## src/rtl/hazard_stall_controller.sv

```systemverilog
// Load-use / mult-div stall and taken-branch flush sequencing for the 5-stage MIPS pipeline.
// Optional performance counters are enabled by defining HAZARD_PERF_CNT_EN.
module hazard_stall_controller #(
   parameter int LOAD_STALL_CYCLES = 1
`ifdef HAZARD_PERF_CNT_EN
   , parameter int CNT_W = 16
`endif
) (
   input  logic       clk,
   input  logic       rst,
   input  logic       ID_EX_MemRead,
   input  logic [4:0] ID_EX_Rt,
   input  logic [4:0] IF_ID_Rs,
   input  logic [4:0] IF_ID_Rt,
   input  logic       IF_ID_UsesRt,
   input  logic       md_start,
   input  logic       md_done,
   input  logic       branch_taken,
   output logic       PC_write,
   output logic       IF_ID_write,
   output logic       IF_ID_flush,
   output logic       ID_EX_bubble,
   output logic       busy,
   output logic [1:0] state_o
`ifdef HAZARD_PERF_CNT_EN
   ,
   input  logic             clr_cnt,
   output logic [CNT_W-1:0] stall_cycles,
   output logic [CNT_W-1:0] flush_count
`endif
);

   typedef enum logic [1:0] {
      RUN        = 2'b00,
      LOAD_STALL = 2'b01,
      MD_BUSY    = 2'b10
   } state_t;

   localparam logic [3:0] LS_INIT = 4'(LOAD_STALL_CYCLES - 1);

   state_t     state, state_nxt;
   logic [3:0] cnt, cnt_nxt;
   logic       lu;
   logic       pc_w, ifid_w, flush, bubble;

   assign lu = ID_EX_MemRead && (ID_EX_Rt != 5'd0) &&
               ((ID_EX_Rt == IF_ID_Rs) || (IF_ID_UsesRt && (ID_EX_Rt == IF_ID_Rt)));

   always_ff @(posedge clk or posedge rst) begin
      if (rst) begin
         state <= RUN;
         cnt   <= 4'd0;
      end else begin
         state <= state_nxt;
         cnt   <= cnt_nxt;
      end
   end

   always_comb begin
      state_nxt = state;
      cnt_nxt   = cnt;
      pc_w      = 1'b1;
      ifid_w    = 1'b1;
      flush     = 1'b0;
      bubble    = 1'b0;
      case (state)
         RUN: begin
            // Load-use wins over branch: the branch re-resolves once the load data is forwardable.
            if (lu) begin
               pc_w   = 1'b0;
               ifid_w = 1'b0;
               bubble = 1'b1;
               if (LOAD_STALL_CYCLES > 1) begin
                  state_nxt = LOAD_STALL;
                  cnt_nxt   = LS_INIT;
               end
            end else if (md_start) begin
               state_nxt = MD_BUSY;
            end else if (branch_taken) begin
               flush = 1'b1;
            end
         end
         LOAD_STALL: begin
            pc_w    = 1'b0;
            ifid_w  = 1'b0;
            bubble  = 1'b1;
            cnt_nxt = cnt - 4'd1;
            if (cnt <= 4'd1) begin
               state_nxt = RUN;
               cnt_nxt   = 4'd0;
            end
         end
         MD_BUSY: begin
            pc_w   = 1'b0;
            ifid_w = 1'b0;
            bubble = 1'b1;
            if (md_done) state_nxt = RUN;
         end
         default: begin
            state_nxt = RUN;
            cnt_nxt   = 4'd0;
         end
      endcase
   end

   // Reset forces every control output low, independent of the registered state.
   assign PC_write     = pc_w   & ~rst;
   assign IF_ID_write  = ifid_w & ~rst;
   assign IF_ID_flush  = flush  & ~rst;
   assign ID_EX_bubble = bubble & ~rst;
   assign busy         = (state != RUN) & ~rst;
   assign state_o      = rst ? 2'b00 : state;

`ifdef HAZARD_PERF_CNT_EN
   always_ff @(posedge clk or posedge rst) begin
      if (rst) begin
         stall_cycles <= '0;
         flush_count  <= '0;
      end else if (clr_cnt) begin
         stall_cycles <= '0;
         flush_count  <= '0;
      end else begin
         if (!PC_write && (stall_cycles != '1)) stall_cycles <= stall_cycles + 1'b1;
         if (IF_ID_flush && (flush_count != '1)) flush_count <= flush_count + 1'b1;
      end
   end
`endif

endmodule

```

## config.mk

```make
export PLATFORM = sky130hd
export DESIGN_NAME = hazard_stall_controller
export DESIGN_NICKNAME = d
export VERILOG_FILES = /design/src/rtl/hazard_stall_controller.sv
export SDC_FILE = /design/constraint.sdc
export NUM_CORES = 1
export LEC_CHECK = 0
export ABC_AREA = 1
export CORE_AREA = 2 2 39 41
export DETAILED_ROUTE_END_ITERATION = 8
export DIE_AREA = 0 0 41 43
export DONT_BUFFER_PORTS = 1
export PLACE_DENSITY = 0.35
export REMOVE_ABC_BUFFERS = 1
export SLEW_MARGIN = 20
export SYNTH_ARGS = -nofsm -noshare
export SYNTH_HDL_FRONTEND = slang
export SYNTH_SLANG_ARGS = --single-unit
```

## constraint.sdc

```tcl
create_clock -name clk -period 1.1 [get_ports clk]
set_input_delay 0.165 -clock clk [delete_from_list [all_inputs] [get_ports clk]]
set_output_delay 0.165 -clock clk [all_outputs]
set_load 0.02 [all_outputs]
```

# --- After elaboration in Yosys (flattened, before gate mapping) ---
# Index checks and enable logic that the tools add are counted.
op_classes:
  add_sub_neg: 1
  magnitude_cmp: 1
  eq_ne: 8
  mux: 16
  n_bitwise: 5
  n_reduce_logical: 10
ops:
  columns: ["operator", "n"]
  rows:
  - ["5-bit == test", 2]
  - ["2-bit 2-to-1 mux", 5]
  - ["2-bit inequality test, second input constant", 4]
  - ["4-bit case mux with 2 select lines", 1]
  - ["1-bit 2-to-1 mux", 6]
  - ["2-bit case mux with 3 select lines", 1]
  - ["5-bit nonzero test", 1]
  - ["1-bit bitwise AND", 4]
  - ["4-bit by 1-bit <= comparator with 1-bit output, second input constant", 1]
  - ["4-bit 2-to-1 mux", 1]
  - ["1-bit case mux with 2 select lines", 2]
  - ["4-bit AND reduction", 1]
  - ["2-bit OR reduction", 2]
  - ["4-bit by 1-bit subtractor with 4-bit output, second input constant", 1]
  - ["1-bit logical AND", 3]
  - ["2-bit by 1-bit == test with 1-bit output, second input constant", 1]
  - ["2-bit == test, second input constant", 1]
  - ["2-bit logical NOT", 1]
  - ["2-bit nonzero test", 1]
  - ["1-bit logical OR", 1]
  - ["1-bit inverter", 1]
totals:
  ff_bits: 6
  input_bits: 22
  out_inout_bits: 7
  word_cells: 43

# --- Logic depth before layout (Yosys ltp) ---
depth:
  word_depth: 7
  mapped_depth: 10
  mapped_depth_nobuf: 9

# --- Least setup slack after synthesis ---
# No wires, ideal clock.
synth_timing:
  path_type: "input -> output"
  startpoint: "input ID_EX_Rt[1]"
  endpoint: "output PC_write"
  t_arrival_ns: 0.973
  required_time_ns: 0.935
  setup_slack_ns: -0.038
  stages: 10
  path_buffers: 1
  cell_sequence: "inv_1 nand2_1 nand2_1 nor2_1 nand3_1 nand2_1 nand2_2 nand3_2 inv_1 buf_4"
synth_via:
  elab_chain_len: 7
synth_rtl:
  columns: ["element", "line", "text"]
  rows:
  - ["start, declared", "12", "input logic [4:0] ID_EX_Rt,"]
  - ["5-bit == test", "47", "((ID_EX_Rt == IF_ID_Rs) || (IF_ID_UsesRt && (ID_EX_Rt == IF_ID_Rt)));"]
  - ["1-bit logical AND", "47", null]
  - ["1-bit logical OR", "47", null]
  - ["1-bit logical AND (*)", "46", "assign lu = ID_EX_MemRead && (ID_EX_Rt != 5'd0) &&"]
  - ["1-bit 2-to-1 mux (*)", null, null]
  - ["1-bit case mux with 2 select lines (*)", null, null]
  - ["1-bit bitwise AND (*)", null, null]
  - ["end, declared", "19", "output logic PC_write,"]
# Mark *: on every way between the ends. The rest lies on a longest branch, timed or not.

# --- Worst setup path in the final report ---
layout_timing:
  startpoint: "input IF_ID_Rs[1]"
  endpoint: "output IF_ID_write"
layout_via:
  elab_chain_len: 6
layout_rtl:
  columns: ["element", "line", "text"]
  rows:
  - ["start, declared", "13", "input logic [4:0] IF_ID_Rs,"]
  - ["5-bit == test", "47", null]
  - ["1-bit logical OR", "47", null]
  - ["1-bit logical AND", "46", null]
  - ["1-bit 2-to-1 mux", "69", "if (lu) begin"]
  - ["1-bit case mux with 2 select lines", "66", "case (state)"]
  - ["1-bit bitwise AND", "108", "assign IF_ID_write = ifid_w & ~rst;"]
  - ["end, declared", "20", "output logic IF_ID_write,"]
# Every way passes these cells.

==> key figures <==
Detailed routing
  • WL final: between 700 and 800 um
  • Routed vias/inst: approximately 4.1
  • Met3 wire len: roughly 77 um
  • Met1 WL: between 300 and 400 um
  • Drt initial violations: 2
  • ANT nets after route: 0
  • Top Metal Used: met3
  • DRC Markers: 0
  • Vias post-DR: 362
  • DRT Pass-1 Iters: 2
  • WL/cell: approximately 8 um
  • Met2 WL: around 320 um

Timing
  • Final WS setup: between 0.03 and 0.04 ns
  • Period utilisation layout: a little over nine tenths
  • Tmin final: roughly 1.1 ns
  • Hold WS: between 0.3 and 0.4 ns
  • Fmax: about 940 MHz
  • Final Slew Violations: 0
  • Final setup violation count: 0
  • Worst Skew: 0 ns
  • RSZ-0062 raised after global routing: true
  • Final Hold Fails: 0

GRT
  • Largest net degree at the start of global routing: 6
  • Initial antenna violation count: 0
  • First-pass GRT wire length: 1020 um
  • Total global-route track usage: around 7.6%
  • Number of global-route vias before repair: between 300 and 400
  • Grt ovf: 0

Worst setup path
  • R2R Path End: state[1]
  • WP buf/inv: 3
  • Cell family with most CP delay: simple AND/OR/NAND/NOR gates
  • Max incr delay on CP: about 0.12 ns
  • Kind of start point of the critical path: input pin
  • Reg2reg path depth: 3
  • Crit path cell chain: inv_2 -> nand2_1 -> nand2_1 -> nor2_2 -> nand3_2 -> nand2_2 -> nand2_4 -> nand3_4 -> inv_2 -> buf_6
  • CP required: between 0.9 and 1 ns
  • Crit. End Element: primary output
  • Flop-to-flop setup slack: 0.24 ns
  • Crit path kind: in -> out
  • CP max FO: 3
  • Worst r2r src: state[1]
  • Critical Path AT: 0.90 ns
  • Slowest CP cell: nor2_2

Layout
  • Area delta synth->final: 31.9%
  • Cell Count, Final, Fillers Out: 88
  • Most flop-heavy register: state
  • Filler Cell Count: around 170
  • Max FFs per register: 1
  • Footprint of the multi-input gates: 274 sq um
  • Largest registers: state: 1 flops
  • Ant diodes: 0
  • Share of layout cells above drive strength 1: 33.3%
  • FF/Latch Area: between 20 and 30 sq um
  • Fin nets: 96

Synthesis
  • Sequential fraction of the synthesis area: between 7 and 8%
  • Syn Inst Count: a little over 70
  • Post-synth EDFFs: 0
  • Synth Register Bits: 1
  • Synth area leader: nand2_1
  • Post-synth ARST share: between 90% and 100%
  • Mapped Area: ~330 sq um
  • Count leader, synth: nand2_1
  • Most used flip-flop cell after synthesis: dfrtp_1
  • Syn Area/Cell: around 4.6 sq um
  • Synth cell count leaders: nand2_1 (27), inv_1 (17), nor2_1 (10)
  • Top-area cell type share of the netlist area: a little under a third
  • Warning count from the yosys run: 0
  • Number of library cell types mapped by synthesis: 15
  • Area contributors post-synth: nand2_1 (31%), inv_1 (19%), nor2_1 (11%)

Die
  • Initial Util: about a quarter
  • Ports: 29
  • Die Y: 43 um
  • Rows: 14
  • Core ar.: approximately 1400 sq um
  • Die area: ~1800 sq um
  • Die W: 41 um

Power
  • Sequential Power Share: ~19%
  • Power Dens Cells: 533 nW/um^2
  • Net switching power: roughly 0.00011 W
  • Leakage: about 0.26 nW
  • Sw frac: between 40% and 50%
  • Maximum vdd drop: between 0.1 and 0.15 mV
  • Clock power frac: 0%
  • Pint: approximately 0.00012 W
  • Logic gate share of total power: 80.6%

Flow run
  • Max-cap violation count: 0

Hold path
  • Worst Hold Depth: 2
  • Hold Crit Endpoint: state[1]
  • Class of the worst hold path: in -> reg
  • Hold_sp: md_start

CTS
  • Clock slew at reported path FFs: 0 ns
  • Setup repair bufs after CTS: 0
  • Clock Latency Late Sink: 0 ns

Place
  • DP HPWL: roughly 630 um
  • Placed insts: 87
  • I/O Buffers: 0
  • Pre-CTS WS: 0.00167 ns
  • RD Place Congestion: 0.615

Run status
  • Outcome: completed
-- final cells by class --
class / instances / share of cell area, %
Multi-Input combinational cell: 49 / 63.1
Inverter: 18 / 17.3
Timing Repair Buffer: 4 / 9.22
Sequential cell: 1 / 5.76
Tap cell: 16 / 4.61
-- through the flow --
stage,power [W],area (sq um),setup TNS (ns),utilization (%)
global route,0.000256,434,-0.173,31.4
floorplan,0.000161,307,0,-
global placement,0.000194,349,-0.0194,25.2
detailed placement,0.000193,349,0,25.2
finish,0.000232,434,0,31.4
CTS,0.000197,359,0,25.9
-- worst max-delay path by stage --
stage	startpoint	to	slack (ns)	depth (start not counted)
6_report	IF_ID_Rs[1]	IF_ID_write	0.04	10
2_1_floorplan	state[1]	busy	0.02	2
3_3_place_gp	ID_EX_Rt[1]	ID_EX_bubble	-0.009	8
3_5_place_dp	ID_EX_Rt[1]	IF_ID_write	0.002	10
5_1_grt	IF_ID_Rt[2]	IF_ID_write	-0.07	10
4_1_cts	ID_EX_Rt[1]	IF_ID_write	0.002	10
-- metal layers --
layer	global-route usage [%]	vias to the layer above
met5	0	-
met4	0.667	0
met3	2.09	0
met2	13.1	13
met1	9.18	149
li1	-	200
-- cells in the final DEF (no fill, tap or decap) --
| cell | netlist | final |
|---|---|---|
| inv_6 | 0 | 1 |
| nand2_2 | 1 | 2 |
| dlygate4sd3_1 | 0 | 1 |
| xnor2_1 | 1 | 1 |
| o21ai_1 | 1 | 1 |
| inv_2 | 1 | 5 |
| nor2_1 | 10 | 5 |
| nand2_1 | 27 | 24 |
| buf_4 | 3 | 1 |
| inv_1 | 17 | 11 |
| nor2_4 | 0 | 2 |
| nand3_1 | 4 | 3 |
| nor2_2 | 1 | 4 |
| a21oi_4 | 0 | 1 |
| nand3_4 | 0 | 1 |
| conb_1 | 1 | 1 |
| dfrtp_1 | 1 | 1 |
| buf_6 | 0 | 2 |
| or2_2 | 1 | 1 |
| nand3_2 | 1 | 1 |
| nand2_4 | 0 | 2 |
| inv_4 | 0 | 1 |
-- timing repair --
item / 4_1_cts / 5_1_grt
setup endpoints to repair: 0 / 4
hold endpoints to repair: 1 / 0
hold buffers: 1 / 0
gates resized for setup: 0 / 26
-- cells by family after synthesis --
logic type | count (synthesis) | synth area share [%]
buf+inv | 21 | 27.4
other cells | 1 | 1.14
xor+xnor | 1 | 2.66
flops | 1 | 7.60
compound gates | 2 | 4.18
simple gates | 45 | 57.0
-- power by group through the flow --
stage | sequential, W | clock [W] | combinational (W)
3_5_place_dp | 0.0000452 | 0 | 0.000148
4_1_cts | 0.0000452 | 0 | 0.000151
2_1_floorplan | 0.0000446 | 0 | 0.000117
6_report | 0.0000450 | 0 | 0.000187
3_3_place_gp | 0.0000450 | 0 | 0.000149
5_1_grt | 0.0000462 | 0 | 0.000209
Note: power is estimated with default switching activity, not from simulation.
